===== config.mk =====
export PLATFORM = sky130hd
export DESIGN_NAME = fifo_rd_packer
export DESIGN_NICKNAME = d
export VERILOG_FILES = /design/src/rtl/fifo_pkg.sv /design/src/rtl/fifo_out_stage.sv /design/src/rtl/fifo_rd_packer.sv
export SDC_FILE = /design/constraint.sdc
export NUM_CORES = 1
export LEC_CHECK = 0
export BUFFER_PORTS_ARGS = -buffer_cell sky130_fd_sc_hd__buf_2
export CELL_PAD_IN_SITES_DETAIL_PLACEMENT = 1
export CELL_PAD_IN_SITES_GLOBAL_PLACEMENT = 1
export CORE_UTILIZATION = 47
export DETAILED_ROUTE_END_ITERATION = 10
export PLACE_DENSITY_LB_ADDON = 0.1
export SETUP_SLACK_MARGIN = 0.3
export SLEW_MARGIN = 15
export SYNTH_ARGS = -nofsm -noshare
export SYNTH_HDL_FRONTEND = slang
export SYNTH_HIERARCHICAL = 1
export SYNTH_SLANG_ARGS = --single-unit
export TNS_END_PERCENT = 50

===== constraint.sdc =====
create_clock -name rclk -period 3.25 [get_ports rclk]
set_clock_uncertainty 0.1 [all_clocks]
set_input_delay 0.65 -clock rclk [delete_from_list [all_inputs] [get_ports rclk]]
set_output_delay 0.65 -clock rclk [all_outputs]
set_load 0.1 [all_outputs]

===== src/rtl/fifo_pkg.sv =====
// Shared definitions for the async FIFO and the stages that sit on its ports.
package fifo_pkg;

   localparam int unsigned FIFO_DSIZE = 8;

   // Read-side packer: FILL accumulates entries, FLUSH closes a partial word.
   typedef enum logic {FILL, FLUSH} pk_state_t;

endpackage


===== src/rtl/fifo_out_stage.sv =====
// Valid/ready holding register for a data word with lane count and last flag.
// A load is only legal when can_load is high; the word then stays stable until accepted.
module fifo_out_stage #(
   parameter int unsigned W     = 32,
   parameter int unsigned CNT_W = 3
) (
   input  logic             clk,
   input  logic             rst,
   input  logic             load,
   output logic             can_load,
   input  logic [W-1:0]     in_data,
   input  logic [CNT_W-1:0] in_count,
   input  logic             in_last,
   output logic             out_valid,
   input  logic             out_ready,
   output logic [W-1:0]     out_data,
   output logic [CNT_W-1:0] out_count,
   output logic             out_last
);

   logic             valid_q, valid_d;
   logic [W-1:0]     data_q, data_d;
   logic [CNT_W-1:0] count_q, count_d;
   logic             last_q, last_d;

   assign can_load  = !valid_q || out_ready;
   assign out_valid = valid_q;
   assign out_data  = data_q;
   assign out_count = count_q;
   assign out_last  = last_q;

   // Next-state: load a new word, or drop valid once the current word is taken.
   always_comb begin
      valid_d = valid_q;
      data_d  = data_q;
      count_d = count_q;
      last_d  = last_q;
      if (load) begin
         valid_d = 1'b1;
         data_d  = in_data;
         count_d = in_count;
         last_d  = in_last;
      end else if (out_ready) begin
         valid_d = 1'b0;
      end
   end

   // Holding register, cleared by reset.
   always_ff @(posedge clk or posedge rst) begin
      if (rst) begin
         valid_q <= 1'b0;
         data_q  <= '0;
         count_q <= '0;
         last_q  <= 1'b0;
      end else begin
         valid_q <= valid_d;
         data_q  <= data_d;
         count_q <= count_d;
         last_q  <= last_d;
      end
   end

endmodule


===== src/rtl/fifo_rd_packer.sv =====
// Read-side drain stage of the async FIFO: pops DSIZE-bit entries and packs NBYTES of
// them into one output word; a flush pulse closes a partially filled word.
module fifo_rd_packer
   import fifo_pkg::*;
#(
   parameter int unsigned DSIZE  = FIFO_DSIZE,
   parameter int unsigned NBYTES = 4,
   parameter int unsigned CNT_W  = $clog2(NBYTES + 1)
) (
   input  logic                    rclk,
   input  logic                    rrst,
   input  logic                    rempty,
   input  logic [DSIZE-1:0]        rdata,
   output logic                    rinc,
   input  logic                    flush,
   output logic                    out_valid,
   input  logic                    out_ready,
   output logic [DSIZE*NBYTES-1:0] out_data,
   output logic [CNT_W-1:0]        out_count,
   output logic                    out_last
);

   logic [DSIZE*NBYTES-1:0] acc_q, acc_d;
   logic [CNT_W-1:0]        acc_cnt_q, acc_cnt_d;
   pk_state_t               state_q, state_d;

   logic can_load;
   logic acc_full;
   logic acc_empty;
   logic xfer;
   logic pop;

   assign acc_full  = (acc_cnt_q == CNT_W'(NBYTES));
   assign acc_empty = (acc_cnt_q == '0);
   assign rinc      = pop;

   // FSM state register.
   always_ff @(posedge rclk or posedge rrst) begin
      if (rrst) begin
         state_q <= FILL;
      end else begin
         state_q <= state_d;
      end
   end

   // FSM next state: an empty accumulator leaves FLUSH without emitting a word.
   always_comb begin
      state_d = state_q;
      unique case (state_q)
         FILL:  if (flush) state_d = FLUSH;
         FLUSH: if (xfer || acc_empty) state_d = FILL;
      endcase
   end

   // FSM outputs: word transfer and FIFO pop; rrst gates rinc without waiting for a clock.
   always_comb begin
      xfer = can_load && (acc_full || (state_q == FLUSH && !acc_empty));
      pop  = !rrst && !rempty && (state_q == FILL) && (!acc_full || xfer);
   end

   // Accumulator next state: a transfer empties it, so a same-cycle pop lands in lane 0.
   // Clearing on transfer keeps unused lanes of a flushed word at zero.
   always_comb begin
      acc_d     = acc_q;
      acc_cnt_d = acc_cnt_q;
      if (xfer) begin
         acc_d     = '0;
         acc_cnt_d = '0;
      end
      if (pop) begin
         for (int i = 0; i < int'(NBYTES); i++) begin
            if (acc_cnt_d == CNT_W'(i)) acc_d[i*DSIZE +: DSIZE] = rdata;
         end
         acc_cnt_d = acc_cnt_d + CNT_W'(1);
      end
   end

   // Accumulator register.
   always_ff @(posedge rclk or posedge rrst) begin
      if (rrst) begin
         acc_q     <= '0;
         acc_cnt_q <= '0;
      end else begin
         acc_q     <= acc_d;
         acc_cnt_q <= acc_cnt_d;
      end
   end

   fifo_out_stage #(
      .W     (DSIZE * NBYTES),
      .CNT_W (CNT_W)
   ) u_out_stage (
      .clk       (rclk),
      .rst       (rrst),
      .load      (xfer),
      .can_load  (can_load),
      .in_data   (acc_q),
      .in_count  (acc_cnt_q),
      .in_last   (state_q == FLUSH),
      .out_valid (out_valid),
      .out_ready (out_ready),
      .out_data  (out_data),
      .out_count (out_count),
      .out_last  (out_last)
   );

endmodule


# After elaboration in Yosys (flattened, before gate mapping)

Cells that the tools add are included.

Register bits: 73
Latch bits: 0
RAM bits: 0
Bits in read-only memories: 0
Bits of input ports: 13
Output and inout port bits: 38
Logic and storage cells: 43
Memories kept: 0

Add/subtract/negate cells: 1
Multipliers: 0
Divide/modulo/power cells: 0
Magnitude comparators: 0
Eq/ne operators: 4
Shifts and indexed selects: 0
Mux-type cells: 13
Bitwise gates (word level): 1
Reduce and logical (&&, ||, !) cells: 17

Operators with widths:

| cell                  | count |
|---|---|
| $mux W32              | 2 |
| $mux W8               | 4 |
| $eq A3 B2 Y1 const B  | 2 |
| $logic_not A3 Y1      | 2 |
| $mux W3               | 2 |
| $logic_and A1 B1 Y1   | 5 |
| $logic_not A1 Y1      | 5 |
| $logic_or A1 B1 Y1    | 4 |
| $mux W1               | 4 |
| $add A3 B1 Y3 const B | 1 |
| $eq A3 B1 Y1 const B  | 1 |
| $eq A3 B3 Y1 const B  | 1 |
| $pmux W1 S2           | 1 |
| $reduce_bool A2 Y1    | 1 |
| $not A1 Y1            | 1 |

# Logic depth before layout (Yosys ltp)

Gate-level depths: netlist (run 1).

Depth after elaboration: 9
Gate-level depth with buffers: 9
Gate-level depth less buffers: 8

# Hierarchy

Netlist (run 1), hierarchy kept.

By module, submodules not included:

| module         | times used | cells an instance | area each (um^2) | seq. area each (um^2) |
|---|---|---|---|---|
| fifo_rd_packer | 1          | 138               | 1791.7           | 900.9 |
| fifo_out_stage | 1          | 80                | 1527.7           | 925.9 |

# Worst setup path before layout (run 1)

OpenSTA, ideal clock, no wires.

Kind: reg-to-output
Start: register u_out_stage.valid_q, in the netlist u_out_stage/out_valid
End: output rinc
Arrival: 2205 ps
Data required time: 2500 ps
Slack: 295 ps
Cell stages (with the launch flop): 5
Buffers on the path: 1
Cell sequence: dfrtp_1 -> nand2b_1 -> nand2b_1 -> buf_6 -> o31a_1

Cells in the longest elaborated chain, start to end: 5

RTL lines:

| what                   | RTL line             | text |
|---|---|---|
| from (decl)            | fifo_out_stage.sv:21 | `logic valid_q, valid_d;` |
| from (signal assigned) | fifo_out_stage.sv:56 | `valid_q <= valid_d;` |
| $logic_not A1 Y1       | fifo_out_stage.sv:26 | `assign can_load = !valid_q \|\| out_ready;` |
| $logic_or A1 B1 Y1     | fifo_out_stage.sv:26 |  |
| named net can_load     | fifo_rd_packer.sv:27 | `logic can_load;` |
| $logic_and A1 B1 Y1    | fifo_rd_packer.sv:57 | `xfer = can_load && (acc_full \|\| (state_q == FLUSH && !acc_empty));` |
| $logic_or A1 B1 Y1     | fifo_rd_packer.sv:58 | `pop = !rrst && !rempty && (state_q == FILL) && (!acc_full \|\| xfer);` |
| $logic_and A1 B1 Y1    | fifo_rd_packer.sv:58 |  |
| to (decl)              | fifo_rd_packer.sv:14 | `output logic rinc,` |

The timed path passes the listed nets, and every way through them passes these cells.

# Worst setup path in the final report (run 1)

Start: input out_ready
End: output rinc

Cells in the longest elaborated chain, start to end: 4

RTL lines:

| what                | RTL line             | text |
|---|---|---|
| from (decl)         | fifo_rd_packer.sv:17 | `input logic out_ready,` |
| $logic_or A1 B1 Y1  | fifo_out_stage.sv:26 |  |
| named net can_load  | fifo_rd_packer.sv:27 |  |
| $logic_and A1 B1 Y1 | fifo_rd_packer.sv:57 |  |
| $logic_or A1 B1 Y1  | fifo_rd_packer.sv:58 |  |
| $logic_and A1 B1 Y1 | fifo_rd_packer.sv:58 |  |

The timed path passes the listed nets, and every way through them passes these cells.

==> results of run 1 <==
[sequential cells by signal (all words and copies together) (netlist names)]
register	cells
state_q	1
u_out_stage/out_valid	1
u_out_stage/out_count	3
acc_q	32
u_out_stage/out_data	32
acc_cnt_q	3
u_out_stage/out_last	1
[through the flow]
stage	worst slack (ps)	cell area [um^2]	hold WS, ps	cells
after floorplan	380	3320	371	218
after global placement	495	3640	381	358
after detailed placement	465	3640	385	358
after CTS	468	3790	224	373
after global routing	442	3790	242	373
final	477	3790	224	373
[kinds of logic (layout without fill, tap and decap cells)]
family	after synthesis	in the layout	share of synthesized area (%)
DFF	73	73	55.0
muxes	70	70	27.0
and+or+nand+nor	44	44	8.82
buffers and inverters	17	76	3.92
AOI/OAI and AO/OA	8	8	3.05
adders and majority gates	5	5	1.88
xor gates and xnor gates	1	1	0.264
[final cells by class]
type                            count  area share (%)
Tap cell                           96            3.17
Clock buffer                       12            3.56
Clock inverter                      3           0.495
Timing Repair Buffer               56            8.11
Inverter                            5           0.495
Sequential cell                    73            48.2
Multi-Input combinational cell    128            36.0
[worst paths after layout]
kind / start / endpoint / slack (ps) / depth (start not counted)
setup reg to reg: u_out_stage/out_valid$_DFFE_PP0P_ / acc_q[31]$_DFF_PP0_ / 1020 / 8
min in group rclk: acc_q[1]$_DFF_PP0_ / u_out_stage/out_data[1]$_DFFE_PP0P_ / 400 / 1
max in group asynchronous: rrst / u_out_stage/out_data[9]$_DFFE_PP0P_ / 1960 / 3
setup / recovery: out_ready / rinc / 480 / 5
hold reg to reg: acc_q[1]$_DFF_PP0_ / u_out_stage/out_data[1]$_DFFE_PP0P_ / 400 / 1
hold / removal: rrst / acc_q[3]$_DFF_PP0_ / 220 / 2
[layer usage]
layer	vias to the layer above	track usage, %	share of wire [%]	routed length [um]
met5	-	0	0	0
met4	0	7.42	1.6	106
met3	6	6.26	3.3	221
met2	38	32.8	50	3340
met1	1002	26.4	45	2950
li1	888	-	-	-
[cells in the final DEF, fill, tap and decap left out]
master	Yosys	layout
buf_2	0	50
buf_12	3	1
nor3_1	1	1
clkbuf_8	0	9
nand4bb_4	1	1
nand2_2	0	1
and3_1	32	32
nor2_1	2	2
o211ai_1	1	1
inv_2	1	1
o2111ai_2	3	3
nand2_1	3	2
a2bb2oi_1	1	1
o311ai_4	1	1
nor3_4	1	1
dfrtp_1	73	73
clkbuf_1	5	3
inv_1	4	4
o31a_2	0	1
mux2_2	41	41
nand2b_1	4	4
buf_4	0	5
o21ai_0	1	1
clkinv_2	0	2
xnor2_1	1	1
mux2_4	29	29
ha_1	5	5
clkinv_4	0	1
==> out/qor.csv, run 1 <==
metric,value,unit
layout cells sized above 1,53.1,%
Final Hold Fails,0,
Routed WL,6.62,mm
First-pass DRT Iterations,4,
RSZ-0062 raised after global routing,no,
synth warn,6,
Final Util,55.8,%
clock sinks,73,
CTS Root Buffer Type,clkbuf_8,
Max Clk Rate,361,MHz
synthesized area per cell,15.2,um^2
# hold bufs at CTS,0,
die width,86.0,um
Post-synth top cells,"73 x dfrtp_1, 41 x mux2_2, 32 x and3_1",
CP Launch Type,input pin,
Die Y,86.0,um
cells after synthesis,218,
post-cts resize count,0,
Slew HR,41.6,%
Crit path buffers/inverters,2,
FP Rows,30,
worst-path cell chain,buf_2 > nand2b_1 > nand2b_1 > o31a_2 > buf_2,
worst slew pin tran,875,ps
CTS Buf Count,9,
total track usage,20.5,%
Worst Path Max Fanout,6,
"EDFF count, synth",0,
Yosys cell types,24,
Clock transition at path regs,70,ps
Post-synth ARST share,100,%
# diodes,0,
Final HPWL DP,4.47,mm
ANT nets after route,0,
first-pass GRT wire length,11.1,mm
setup violators final,0,
Layout area overhead,14.3,%
# H-tree levels,3,
"count leader, synth",dfrtp_1,
"Arr. time, crit path",2020,ps
initial antenna violation count,0,
vias in the first global route,2102,
Worst Path Required,2500,ps
GP Congestion,0.846,
hold crit path type,input pin to asynchronous set/reset pin,
Die ar.,7400,um^2
Final Cycle Share,85.3,%
multi-input logic area,1370,um^2
syn_nets,236,
post-synthesis cell area,3320,um^2
final net count,291,
Skew-Pair Late Insertion Delay,330,ps
commonest register cell after synthesis,dfrtp_1,
crit path kind,input pin to output pin,
WL/cell,17.7,um
Via density,5.18,
Yosys reg bits,73,
"Seq/Total Area, Yosys",55.0,%
largest net degree at the start of global routing,36,
Starting Density,48.9,%
"Max stage delay cell, worst path",o31a_2,
Max Cap Viol,0,
# IOs,51,
total congestion overflow,0,
vias,1934,
DR iter-0 viols,51,
Final Max Slew Viols,0,
core area,6790,um^2
CTS tree,yes,
Filler Cells Inserted,697,
setup TNS,0,ps
result of the run,finished clean,
cell taking the most area after synthesis,dfrtp_1,
post-CTS setup buffer count,0,
Crit path largest cell delay,390,ps
Crit. End Element,output pin,
top post-synthesis cells by area,"dfrtp_1 55%, mux2_2 14%, mux2_4 13%",
Top Family by Delay on Critical Path,simple AND/OR/NAND/NOR gates,
Synth top area share,55.0,%
DRC,0,
CTS Buffer Depth,2,
register area,1830,um^2
I/O Buffers,50,
min cycle time layout,2770,ps
Power of run 1 is not shown: default switching activity piles up to over one toggle a cycle in this logic, so the estimate is an artifact.
==> run 2, diff against run 1 <==
--- a/config.mk
+++ b/config.mk
@@ -6,9 +6,10 @@
 export NUM_CORES = 1
 export LEC_CHECK = 0
 export BUFFER_PORTS_ARGS = -buffer_cell sky130_fd_sc_hd__buf_2
+export CAP_MARGIN = 0
 export CELL_PAD_IN_SITES_DETAIL_PLACEMENT = 1
 export CELL_PAD_IN_SITES_GLOBAL_PLACEMENT = 1
-export CORE_UTILIZATION = 47
+export CORE_UTILIZATION = 42
 export DETAILED_ROUTE_END_ITERATION = 10
 export PLACE_DENSITY_LB_ADDON = 0.1
 export SETUP_SLACK_MARGIN = 0.3
==> constraint.sdc (replaced) <==
create_clock -name rclk -period 2.48 [get_ports rclk]
set_clock_uncertainty 0.1 [all_clocks]
set_input_delay 0.496 -clock rclk [delete_from_list [all_inputs] [get_ports rclk]]
set_output_delay 0.496 -clock rclk [all_outputs]
set_load 0.1 [all_outputs]
==> out/qor.csv, run 2 (synthesis results as in run 1) <==
metric,value,unit
Crit. End Element,output pin,
Final Cycle Share,87.0,%
r2r setup slk,330,ps
Reg2Reg Capture Point,acc_q[30]$_DFF_PP0_,
First-pass DRT Iterations,4,
Final HPWL DP,4.90,mm
I/O Buffers,50,
setup violators final,0,
Die Y,90.9,um
Crit path buffers/inverters,1,
most frequent cells in the layout,"72 x dfrtp_1, 49 x buf_2, 37 x mux2_4",
Max Cap Viol,0,
Routed WL,7.19,mm
WL/cell,18.4,um
Max Clk Rate,463,MHz
layout cells sized above 1,58.7,%
Skew-Pair Late Insertion Delay,340,ps
CTS Root Buffer Type,clkbuf_8,
crit path kind,flop to output pin,
Starting Density,43.2,%
Layout area overhead,22.2,%
CP Launch Type,flop,
CTS Buf Count,9,
clock sinks,73,
total track usage,19.5,%
die width,90.9,um
"Arr. time, crit path",1560,ps
"commonest non-fill, non-tap cell in the layout",dfrtp_1,
vias in the first global route,2129,
CTS Buffer Depth,2,
Fin Hold WS,155,ps
# diodes,0,
Die ar.,8260,um^2
reg-to-reg startpoint,u_out_stage/out_valid$_DFFE_PP0P_,
worst-path cell chain,nand2b_4 > nand2b_4 > o31a_4 > buf_12,
CTS tree,yes,
Worst Path Required,1880,ps
Final Hold Fails,0,
R2R cell count,8,
DR iter-0 viols,73,
# IOs,51,
vias,1982,
first-pass GRT wire length,12.2,mm
ANT nets after route,0,
GP Congestion,0.696,
FP Rows,32,
initial antenna violation count,0,
core area,7690,um^2
Via density,5.08,
final net count,302,
Filler Cells Inserted,782,
min cycle time layout,2160,ps
RSZ-0062 raised after global routing,yes,
worst slew pin tran,624,ps
DRC,0,
"Max stage delay cell, worst path",dfrtp_4,
largest net degree at the start of global routing,37,
hold crit path type,input pin to asynchronous set/reset pin,
Clock transition at path regs,80,ps
setup TNS,0,ps
Worst Path Max Fanout,5,
result of the run,finished clean,
# H-tree levels,3,
Top Family by Delay on Critical Path,flip-flops,
total congestion overflow,0,
CP dominant cell by count,nand2b_4,
Slew HR,58.3,%
Crit path largest cell delay,440,ps
Final Max Slew Viols,0,
## run 2: worst max path at each step
stage                                endpoint  cells after the start                              start  slack [ps]
final                                    rinc                      4  u_out_stage/out_valid$_DFFE_PP0P_         320
after detailed placement  acc_q[29]$_DFF_PP0_                      9                          out_ready         130
after CTS                                rinc                      4  u_out_stage/out_valid$_DFFE_PP0P_         310
after global placement    acc_q[29]$_DFF_PP0_                      9                          out_ready         200
after global routing      acc_q[29]$_DFF_PP0_                      7             acc_cnt_q[1]$_DFF_PP0_         240
after floorplan           acc_q[24]$_DFF_PP0_                      9  u_out_stage/out_valid$_DFFE_PP0P_         170
## run 2: area by class of cell
type | instances | area (um^2) | share of cell area, %
clock buffer | 10 | 128 | 3.15
clock inverter | 5 | 57.6 | 1.42
inverter | 5 | 23.8 | 0.586
multi-input combinational | 128 | 1470 | 36.3
sequential | 73 | 1830 | 45.1
tap | 102 | 128 | 3.15
timing repair buffer | 67 | 418 | 10.3
## run 2: metrics by stage
stage	worst slack, ps	area [um^2]	cells	utilization, %
after global placement	199	3790	370	49.3
after floorplan	172	3410	218	-
after detailed placement	128	3790	370	49.3
after CTS	307	4020	387	52.3
final	322	4060	390	52.8
after global routing	244	4060	390	52.8
## run 2: timing repair
action                     in CTS  in global routing
setup endpoints to repair       1                 33
gates resized for setup         7                  2
hold buffers                    0                  0
pin swaps                       1                  2
setup buffers                   2                  3
## run 2: routing by layer
metal	wire, um	share of wire (%)	vias to the layer above	global-route usage (%)
li1	-	-	914	-
met1	3450	48	1026	27.5
met2	3470	48	35	30.3
met3	181	2.5	7	3.62
met4	86	1.2	0	6.75
met5	0	0	-	0
Power of run 2 is left out for the same reason.
==> run 3, diff against run 2 <==
==> constraint.sdc (replaced) <==
create_clock -name rclk -period 2.48 [get_ports rclk]
set_clock_uncertainty 0.1 [all_clocks]
set_input_delay 0.372 -clock rclk [delete_from_list [all_inputs] [get_ports rclk]]
set_output_delay 0.372 -clock rclk [all_outputs]
set_load 0.1 [all_outputs]
==> out/qor.csv, run 3 (synthesis results as in run 1) <==
metric,value,unit
result of the run,finished clean,
Worst Path Max Fanout,4,
# IOs,51,
Final HPWL DP,4.76,mm
Via density,5.08,
Worst Path Required,2010,ps
CP endpoint,rinc,
Skew-Pair Late Insertion Delay,340,ps
core area,7690,um^2
setup violators final,0,
vias in the first global route,2151,
Die ar.,8260,um^2
Slew HR,56.8,%
# diodes,0,
WL/cell,18.0,um
min cycle time layout,2120,ps
most frequent cells in the layout,"71 x dfrtp_1, 49 x buf_2, 37 x mux2_4",
Max Cap Viol,0,
reg-to-reg startpoint,acc_cnt_q[1]$_DFF_PP0_,
met3 usage,3.03,%
vias,1986,
DRC,0,
layout cells sized above 1,58.8,%
CTS Root Buffer Type,clkbuf_8,
met2 global-route usage,27.6,%
Reg2Reg Capture Point,acc_q[24]$_DFF_PP0_,
Final Max Slew Viols,0,
CTS tree,yes,
Final Hold Fails,0,
RSZ-0062 raised after global routing,no,
Final Cycle Share,85.4,%
crit path from,rrst,
First-pass DRT Iterations,4,
worst slew pin tran,647,ps
hold crit path type,input pin to flop,
Filler Cells Inserted,797,
total track usage,18.2,%
DP Worst Slack,243,ps
crit path kind,input pin to output pin,
CTS Buffer Depth,2,
r2r setup slk,380,ps
Die Y,90.9,um
clock sinks,73,
Max Clk Rate,472,MHz
die width,90.9,um
GP Congestion,0.718,
first-pass GRT wire length,11.5,mm
setup TNS,0,ps
final net count,302,
ANT nets after route,0,
R2R cell count,7,
Layout area overhead,21.9,%
FP Rows,32,
# H-tree levels,3,
Clock transition at path regs,80,ps
setup slack after layout,362,ps
Starting Density,43.2,%
"Arr. time, crit path",1650,ps
CP Launch Type,input pin,
DR iter-0 viols,61,
largest net degree at the start of global routing,37,
I/O Buffers,50,
GR met1 Demand/Resource,26.1,%
"commonest non-fill, non-tap cell in the layout",dfrtp_1,
initial antenna violation count,0,
CTS Buf Count,9,
GRT Max-Usage Layer,met2,
Routed WL,7.02,mm
total congestion overflow,0,
Crit. End Element,output pin,
==> run 3: worst min-delay path by stage <==
stage                        from                                   to  slack, ps  cells after the start
2_1_floorplan  acc_q[2]$_DFF_PP0_  u_out_stage/out_data[2]$_DFFE_PP0P_        370                      1
3_3_place_gp                 rrst    u_out_stage/out_valid$_DFFE_PP0P_        360                      2
3_5_place_dp                 rrst  u_out_stage/out_data[0]$_DFFE_PP0P_        360                      2
4_1_cts                     flush                    state_q$_DFF_PP0_        150                      2
5_1_grt                     flush                    state_q$_DFF_PP0_        170                      2
6_report                    flush                    state_q$_DFF_PP0_        160                      2
==> run 3: critical path: stages <==
cell,delay (ps)
dlygate4sd3_1,530
buf_2,150
nor3_4,120
o31a_2,230
buf_6,240
==> run 3: metal layers <==
layer / up-vias / wire, um
met3: 13 / 205
met2: 45 / 3210
met1: 1018 / 3450
li1: 910 / -
met4: 0 / 153
met5: - / 0
==> run 3: what timing repair did <==
item	4_1_cts	5_1_grt
gates resized for setup	4	6
pin swaps	0	4
hold endpoints to repair	10	0
cloned	0	0
buffers inserted	0	5
setup endpoints to repair	9	30
hold buffers	1	0
==> run 3: cell type report <==
type                       instances  area (um^2)  area share, %
timing repair buffer              67          387           9.55
sequential                        73         1830           45.3
clock inverter                     5         55.1           1.36
inverter                           5         23.8          0.587
multi-input combinational        128         1480           36.6
tap                              102          128           3.15
clock buffer                      11          141           3.49
==> run 3: per-stage QoR <==
step / std cells / utilization, % / hold slack [ps] / cell area (um^2)
finish: 391 / 52.7 / 164 / 4050
global route: 391 / 52.7 / 173 / 4050
CTS: 386 / 51.8 / 153 / 3980
detailed placement: 369 / 48.9 / 362 / 3760
global placement: 369 / 48.9 / 357 / 3760
floorplan: 218 / - / 371 / 3410
Power of run 3 is left out for the same reason.
